===== src/rtl/gost89_cfb_stream.sv =====
// gost89_cfb_stream: GOST 28147-89 CFB-s stream engine built around an iterative ECB core
//
// gost89_ecb_encrypt (one round per clock, 32 rounds per block):
//   clk, reset      clock, synchronous active-high reset
//   load_data       latch in and start a block; busy rises on the same edge
//   sbox[511:0]     S-box j entry v lives at sbox[64*j + 4*v +: 4], S-box j substitutes nibble j
//   key[255:0]      subkey Ki = key[32*i +: 32]
//   in[63:0]        block, N1 = in[31:0], N2 = in[63:32]
//   out[63:0]       result block, valid once busy has fallen
//   busy            high while rounds are running
//
// gost89_cfb_stream:
//   clk, reset      clock, synchronous active-high reset
//   sbox, key       cipher tables, held stable while busy
//   iv_load, iv     load the feedback register (IDLE, READY or HOLD only)
//   decrypt         mode of the segment accepted this cycle
//   in_valid/in_ready/in_data     input segment handshake
//   out_valid/out_ready/out_data  result segment handshake
//   busy            high in RUN or HOLD
module gost89_ecb_encrypt (
    input  logic         clk,
    input  logic         reset,
    input  logic         load_data,
    input  logic [511:0] sbox,
    input  logic [255:0] key,
    input  logic [63:0]  in,
    output logic [63:0]  out,
    output logic         busy
);
    logic [31:0] n1, n2, sum, sub, f;
    logic [4:0]  cnt;
    logic [2:0]  kidx;
    // rounds 0..23 walk K0..K7 forwards, rounds 24..31 walk K7..K0
    assign kidx = (cnt[4] & cnt[3]) ? ~cnt[2:0] : cnt[2:0];
    assign sum = n1 + key[{kidx, 5'b0} +: 32];
    for (genvar j = 0; j < 8; j++) begin : g_sbox
        localparam logic [2:0] J = 3'(j);
        assign sub[4*j +: 4] = sbox[{J, sum[4*j +: 4], 2'b00} +: 4];
    end
    assign f = {sub[20:0], sub[31:21]};
    // every round swaps halves, so the unswapped final round appears as {n1, n2}
    assign out = {n1, n2};
    always_ff @(posedge clk) begin
        if (reset) begin
            n1 <= '0;
            n2 <= '0;
            cnt <= '0;
            busy <= 1'b0;
        end else if (load_data) begin
            n1 <= in[31:0];
            n2 <= in[63:32];
            cnt <= '0;
            busy <= 1'b1;
        end else if (busy) begin
            n1 <= n2 ^ f;
            n2 <= n1;
            cnt <= cnt + 5'd1;
            busy <= cnt != 5'd31;
        end
    end
endmodule

module gost89_cfb_stream #(
    parameter int SEG_W = 64
) (
    input  logic             clk,
    input  logic             reset,
    input  logic [511:0]     sbox,
    input  logic [255:0]     key,
    input  logic             iv_load,
    input  logic [63:0]      iv,
    input  logic             decrypt,
    input  logic             in_valid,
    output logic             in_ready,
    input  logic [SEG_W-1:0] in_data,
    output logic             out_valid,
    input  logic             out_ready,
    output logic [SEG_W-1:0] out_data,
    output logic             busy
);
    typedef enum logic [2:0] {IDLE, READY, START, RUN, HOLD} state_t;
    state_t           state, state_nxt;
    logic [63:0]      g, g_nxt, g_fb, core_out;
    logic [SEG_W-1:0] d, d_nxt, r, c, out_data_nxt;
    logic             m, m_nxt, out_valid_nxt, core_load, core_busy;
    if (SEG_W != 8 && SEG_W != 16 && SEG_W != 32 && SEG_W != 64) begin : g_bad_seg_w
        $error("gost89_cfb_stream: SEG_W must be 8, 16, 32 or 64");
    end
    gost89_ecb_encrypt u_core (
        .clk       (clk),
        .reset     (reset),
        .load_data (core_load),
        .sbox      (sbox),
        .key       (key),
        .in        (g),
        .out       (core_out),
        .busy      (core_busy)
    );
    assign r = core_out[63 -: SEG_W] ^ d;
    // the feedback register always takes ciphertext: the input when decrypting, the result when encrypting
    assign c = m ? d : r;
    if (SEG_W == 64) begin : g_full
        assign g_fb = c;
    end else begin : g_shift
        logic unused_core_lsb;
        assign unused_core_lsb = ^core_out[63-SEG_W:0];
        assign g_fb = {g[63-SEG_W:0], c};
    end
    assign core_load = state == START;
    assign in_ready = state == READY && !iv_load;
    assign busy = state == RUN || state == HOLD;
    always_ff @(posedge clk) begin
        if (reset) begin
            state <= IDLE;
            g <= '0;
            d <= '0;
            m <= 1'b0;
            out_data <= '0;
            out_valid <= 1'b0;
        end else begin
            state <= state_nxt;
            g <= g_nxt;
            d <= d_nxt;
            m <= m_nxt;
            out_data <= out_data_nxt;
            out_valid <= out_valid_nxt;
        end
    end
    always_comb begin
        state_nxt = state;
        g_nxt = g;
        d_nxt = d;
        m_nxt = m;
        out_data_nxt = out_data;
        out_valid_nxt = out_valid;
        case (state)
            IDLE: begin
                if (iv_load) begin
                    g_nxt = iv;
                    state_nxt = READY;
                end
            end
            READY: begin
                if (iv_load) begin
                    g_nxt = iv;
                end else if (in_valid) begin
                    d_nxt = in_data;
                    m_nxt = decrypt;
                    state_nxt = START;
                end
            end
            START: state_nxt = RUN;
            RUN: begin
                if (!core_busy) begin
                    out_data_nxt = r;
                    out_valid_nxt = 1'b1;
                    g_nxt = g_fb;
                    state_nxt = HOLD;
                end
            end
            HOLD: begin
                // an IV load here discards the held result
                if (iv_load || out_ready) begin
                    out_valid_nxt = 1'b0;
                    g_nxt = iv_load ? iv : g;
                    state_nxt = READY;
                end
            end
            default: state_nxt = IDLE;
        endcase
    end
endmodule


===== config.mk =====
export PLATFORM = sky130hd
export DESIGN_NAME = gost89_cfb_stream
export DESIGN_NICKNAME = d
export VERILOG_FILES = /design/src/rtl/gost89_cfb_stream.sv
export SDC_FILE = /design/constraint.sdc
export NUM_CORES = 1
export LEC_CHECK = 0
export CORE_AREA = 8 8 370 372
export CTS_BUF_LIST = sky130_fd_sc_hd__clkbuf_8
export CTS_CLUSTER_SIZE = 25
export DETAILED_ROUTE_END_ITERATION = 7
export DIE_AREA = 0 0 378 380
export PLACE_DENSITY = 0.37
export SLEW_MARGIN = 20
export SYNTH_ARGS = -nofsm -noshare
export SYNTH_HDL_FRONTEND = slang
export SYNTH_SLANG_ARGS = --single-unit

===== constraint.sdc =====
create_clock -name clk -period 6.8 [get_ports clk]
set_input_delay 1.36 -clock clk [delete_from_list [all_inputs] [get_ports clk]]
set_output_delay 1.36 -clock clk [all_outputs]
set_load 0.01 [all_outputs]

### Word-level counts from Yosys, hierarchy flattened

Cells that the tools add are included.

| operators by class | value |
|---|---|
| add/sub/neg operators | 2 |
| equal/unequal tests | 10 |
| shift operators | 9 |
| mux-type cells | 21 |
| bitwise operators | 6 |
| reduce and logical (&&, ||, !) cells | 15 |

Operator list:

| kind | number |
|---|---|
| $shiftx A512 B10 Y4 | 4 |
| $shiftx A512 B9 Y4 | 2 |
| $shiftx A512 B7 Y4 | 1 |
| $shiftx A512 B8 Y4 | 1 |
| $mux W64 | 4 |
| $shiftx A256 B9 Y32 | 1 |
| $pmux W64 S3 | 1 |
| $mux W32 | 4 |
| $xor A64 B64 Y64 | 1 |
| $add A32 B32 Y32 | 1 |
| $xor A32 B32 Y32 | 1 |
| $mux W3 | 6 |
| $pmux W3 S5 | 1 |
| $reduce_and A3 Y1 | 3 |
| $ne A2 B2 Y1 const B | 4 |
| $eq A3 B2 Y1 const B | 2 |
| $add A5 B1 Y5 const B | 1 |
| $ne A5 B5 Y1 const B | 1 |
| $reduce_and A5 Y1 | 1 |
| $mux W1 | 4 |
| $reduce_bool A2 Y1 | 2 |
| $reduce_or A2 Y1 | 2 |
| $eq A3 B1 Y1 const B | 1 |
| $eq A3 B3 Y1 const B | 1 |
| 11 further kinds | 13 |

| storage, ports and cells | value |
|---|---|
| bits in registers | 267 |
| input port bits | 902 |
| output and inout port bits | 67 |

### Logic depth before layout (Yosys ltp)

| depth | value |
|---|---|
| word-level depth | 8 |
| gate-level depth with buffers | 20 |
| mapped depth without buffers | 17 |

### Modules after synthesis

A second synthesis with hierarchy kept.

| unflattened totals | value |
|---|---|
| cells, all modules | 2022 |
| area total of the unflattened synthesis | 19606.3 um^2 |

By module, submodules not included:

| module | instances | cells each | area each (um^2) | seq. area each (um^2) |
|---|---|---|---|---|
| gost89_ecb_encrypt | 1 | 1010 | 10885.4 | 1401.3 |
| gost89_cfb_stream | 1 | 1012 | 8720.9 | 3943.8 |

### Least setup slack after synthesis

OpenSTA, ideal clock, no wires.

| timing path | value |
|---|---|
| path kind | reg2reg |
| start point | reg u_core.cnt[3] |
| end point | reg u_core.n1[26] |
| setup time | 0.074 ns |
| data arrival time | 5.482 ns |
| required time | 6.726 ns |
| slack | 1.244 ns |
| stages on the path, launching flop included | 18 |
| path buffers | 2 |
| cells stage by stage | dfxtp_1 nand2_1 xor2_2 buf_1 mux4_2 mux2_2 ha_1 fa_1 a21oi_1 o211ai_2 o2111ai_2 o21ai_0 xor2_1 buf_6 mux4_2 a221oi_1 o221ai_1 o21ai_0 |

| between the ends | value |
|---|---|
| longest elaborated chain between the ends | 8 |

Ends and longest elaborated chain:

| what | line | text |
|---|---|---|
| start, declared | 31 | `logic [4:0] cnt;` |
| start signal, assigned | 57 | `cnt <= cnt + 5'd1;` |
| $and A1 B1 Y1 | 34 | `assign kidx = (cnt[4] & cnt[3]) ? ~cnt[2:0] : cnt[2:0];` |
| $mux W3 | 34 |  |
| $shiftx A256 B9 Y32 | 35 | `assign sum = n1 + key[{kidx, 5'b0} +: 32];` |
| $add A32 B32 Y32 | 35 |  |
| $shiftx A512 B9 Y4 | 38 | `assign sub[4*j +: 4] = sbox[{J, sum[4*j +: 4], 2'b00} +: 4];` |
| $xor A32 B32 Y32 | 55 | `n1 <= n2 ^ f;` |
| $mux W32 | 54 | `end else if (busy) begin` |
| $mux W32 | 49 | `end else if (load_data) begin` |
| end signal, assigned | 50 | `n1 <= in[31:0];` |
| end signal, assigned | 55 |  |
| end, declared | 30 | `logic [31:0] n1, n2, sum, sub, f;` |

No other way between the ends. The select of a mux whose other input is x is not followed.
A chain may end at the register's enable or synchronous reset.

### Final worst setup path

| timing path | value |
|---|---|
| start point | reg u_core.cnt[4] |
| end point | reg u_core.n1[5] |

| between the ends | value |
|---|---|
| longest elaborated chain between the ends | 8 |

Ends and longest elaborated chain:

| what | line |
|---|---|
| $and A1 B1 Y1 | 34 |
| $mux W3 | 34 |
| $shiftx A256 B9 Y32 | 35 |
| $add A32 B32 Y32 | 35 |
| $shiftx A512 B10 Y4 | 38 |
| $xor A32 B32 Y32 | 55 |
| $mux W32 | 54 |
| $mux W32 | 49 |

No other way between the ends. The select of a mux whose other input is x is not followed.

==> impl_metrics.ini <==
[outcome]
outcome = finished clean

[synth]
netlist_instances = 2263
synth.avg_cell_area_um2 = 9.06
netlist.area_leader.share_pct = 26.1
synth-edff-count = 0
ys_seq_area_share_pct = 26.1
async_flop_share_pct = 0
ys_types = 75
ys_ff_latch = 267
ys_top_cells_by_area = dfxtp_1 26%, mux4_2 18%, mux2i_1 7.8%, xnor2_1 6.3%, a211oi_1 6.0%
synth_nets = 3200
synthFlopType = dfxtp_1
ys_warn_count = 0
yosysTopAreaCell = dfxtp_1
netlist_area_um2 = 20500

[critical_path]
path_class = flip-flop to flip-flop
r2r_cells = 18
crit_path_start_kind = flip-flop
r2r_end = u_core.n1[5]
reg2reg_slack_ns = 0.68
crit_family = compound AO/OA/AOI/OAI gates
regToRegStartpoint = u_core.cnt[4]
required_ns = 7.41
cp_cell_sequence = nand2_1, xor2_4, buf_12, buf_4, mux4_2, mux2_2, ha_1, a21oi_1, o21ai_0, a32oi_1, nand3_1, a2bb2oi_2, a22oi_1, and2_1, nor3b_1, o2bb2a_1, a22oi_1, o21ai_1
worstSetupEndpointType = flip-flop
path_max_fanout = 33
cpMostUsedCell = a22oi_1
worst-path-buf-inv = 2
max_stage_delay_ns = 0.68
crit_arrival_ns = 6.73
slowest_stage = nor3b_1

[floorplan]
io_pins = 969
initial_utilization_pct = 15.7
die_y_um = 380
std_cell_rows = 133
die_w_um = 378
die_area_um2 = 144000
core_um2 = 131000

[global_routing]
grt_max_degree = 167
gr-max-usage-layer = met2
grt_overflow_total = 0
grt_pass1_vias = 23172
grt_usage_pct = 18.3
gr-usage-met3_pct = 5.13
grt_util_met1_pct = 22.1
antenna_found_initial = 48
grt_use_met2_pct = 31.7
grt_pass1_wl_mm = 188

[timing]
slew_violations = 0
skew_ns = 0.0663
final.period_utilization_pct = 90.0
whs_ns = 0.456
fmax_mhz = 163
tightest_slew_ns = 1.12
finalSetupViolations = 0
slew_headroom_pct = 25.4
tns_ns = 0
fin_ws_ns = 0.681
final_hold_viol_count = 0
rsz0062_at_grt = no
fin_crit_ns = 6.12

[route]
via_count = 21743
wl_per_cell_um = 27.5
drt_iter0_markers = 1182
vias_per_cell = 4.34
ant_nets = 0
firstDrtPassIters = 5
drc_errors = 0
drt-total-wl_mm = 138

[clocking]
cts.clk_slew.worst_paths_ns = 0.07
cts_tree = yes
cts_buffer_depth = 3
htreeDepth = 2
cts-resized-gates = 0
ctsHoldBuffers = 0
cts-root-buf = clkbuf_8
cts_setup_buffers = 0
clkLatencyLatePin_ns = 0.72
clock_sinks = 267
cts_buffers = 57

[finish]
area_growth_pct = 65.0
layout_commonest_cell = clkdlybuf4s50_1
stdcell_count = 5007
fin_nets = 4126
drive_gt1_share_pct = 12.5
n_fill_cell = 14199
layout_common_cells = 967 x clkdlybuf4s50_1, 315 x nor2_1, 265 x dfxtp_1, 196 x nand2_1, 191 x a21oi_1
seq_area_um2 = 5350
multi_input_area_um2 = 14600

[placed_design]
port_buffers = 968
place.gp.congestion = 0.832
dp.cells = 4884
dp_hpwl_mm = 114
pre_cts_ws_ns = 0.239

[pwr]
ir_worst_vdd_mv = 0.127
power_density_nw_per_um2 = 226
p_leak_nw = 11.8

[hold_path]
worstHoldPathCells = 2
min_to = u_core.n1[19]
hold_class = flip-flop to flip-flop
hold_start = g[19]

[run]
maxCapViolations = 0
worst max-delay path by stage:
stage	cells past startpoint	endpoint	startpoint	slack, ns
floorplan	17	u_core.n1[26]	u_core.cnt[3]	1.24
CTS	18	u_core.n1[5]	u_core.cnt[4]	0.63
detailed placement	15	u_core.n1[5]	key[67]	0.24
global route	18	u_core.n1[5]	u_core.cnt[4]	0.21
finish	18	u_core.n1[5]	u_core.cnt[4]	0.68
global placement	15	u_core.n1[5]	key[67]	0.30
kinds of logic after synthesis:
group,synth area share [%]
compound gates,18.2
xor+xnor,7.79
mux,27.5
buf+inv,3.78
simple gates,14.5
flops,26.1
fa+ha+maj,2.17
Yosys cell counts, types with 5 or more instances:
cell type,count
a211o_1,7
a211oi_1,164
a21o_1,11
a21oi_1,191
a221oi_1,13
a22o_1,5
a22oi_1,10
a311oi_1,13
a31oi_1,12
a32oi_1,5
and2_1,15
and3_1,16
buf_1,22
buf_2,14
buf_4,5
clkbuf_1,126
dfxtp_1,267
ha_1,34
inv_1,21
mux2_2,39
mux2i_1,159
mux4_2,160
nand2_1,197
nand2b_1,14
nand3_1,12
nand4_1,6
nor2_1,316
nor2b_1,60
nor3_1,15
o211ai_1,6
o21ai_0,44
o21ai_1,10
o221ai_1,8
o22ai_1,10
o31ai_1,7
or3_1,13
xnor2_1,147
xor2_1,18
per-stage QoR:
| step | utilization, % | cell area, um2 | total power, mW |
|---|---|---|---|
| floorplan | - | 20500 | 4.07 |
| global placement | 24.9 | 32500 | 5.81 |
| detailed placement | 24.9 | 32500 | 5.81 |
| CTS | 25.8 | 33800 | 7.87 |
| global route | 25.9 | 33800 | 8.14 |
| finish | 25.9 | 33800 | 7.65 |
state kept, by name, indices dropped and copies added (netlist names), 3 cells and up:
signal	flops
d	64
g	64
out_data	64
u_core.n1	32
u_core.n2	32
u_core.cnt	5
state	3
report_power, final:
group          switching, mW  internal [mW]  total, mW
clock network          0.865           1.10       1.96
registers              0.223           1.69       1.91
logic                   1.85           1.93       3.78
total                   2.94           4.71       7.65
per-layer routing:
metal	up-vias	wire, um
li1	10279	-
met1	10523	56400
met2	757	67800
met3	160	10100
met4	24	3390
met5	-	154
tightest hold or removal path: cells and delay by family (launching register included):
kind,cells,cell delay [ns]
DFF,1,0.31
and+or+nand+nor,1,0.05
AOI/OAI and AO/OA,1,0.05
cell type report:
type | instances | area share, %
antenna | 16 | 0.118
clock buffer | 78 | 3.17
clock inverter | 28 | 0.543
inverter | 21 | 0.233
multi-input combinational | 1805 | 43.1
sequential | 267 | 15.8
tap | 1755 | 6.49
timing repair buffer | 1037 | 30.5
(Power assumes the default switching activity.)
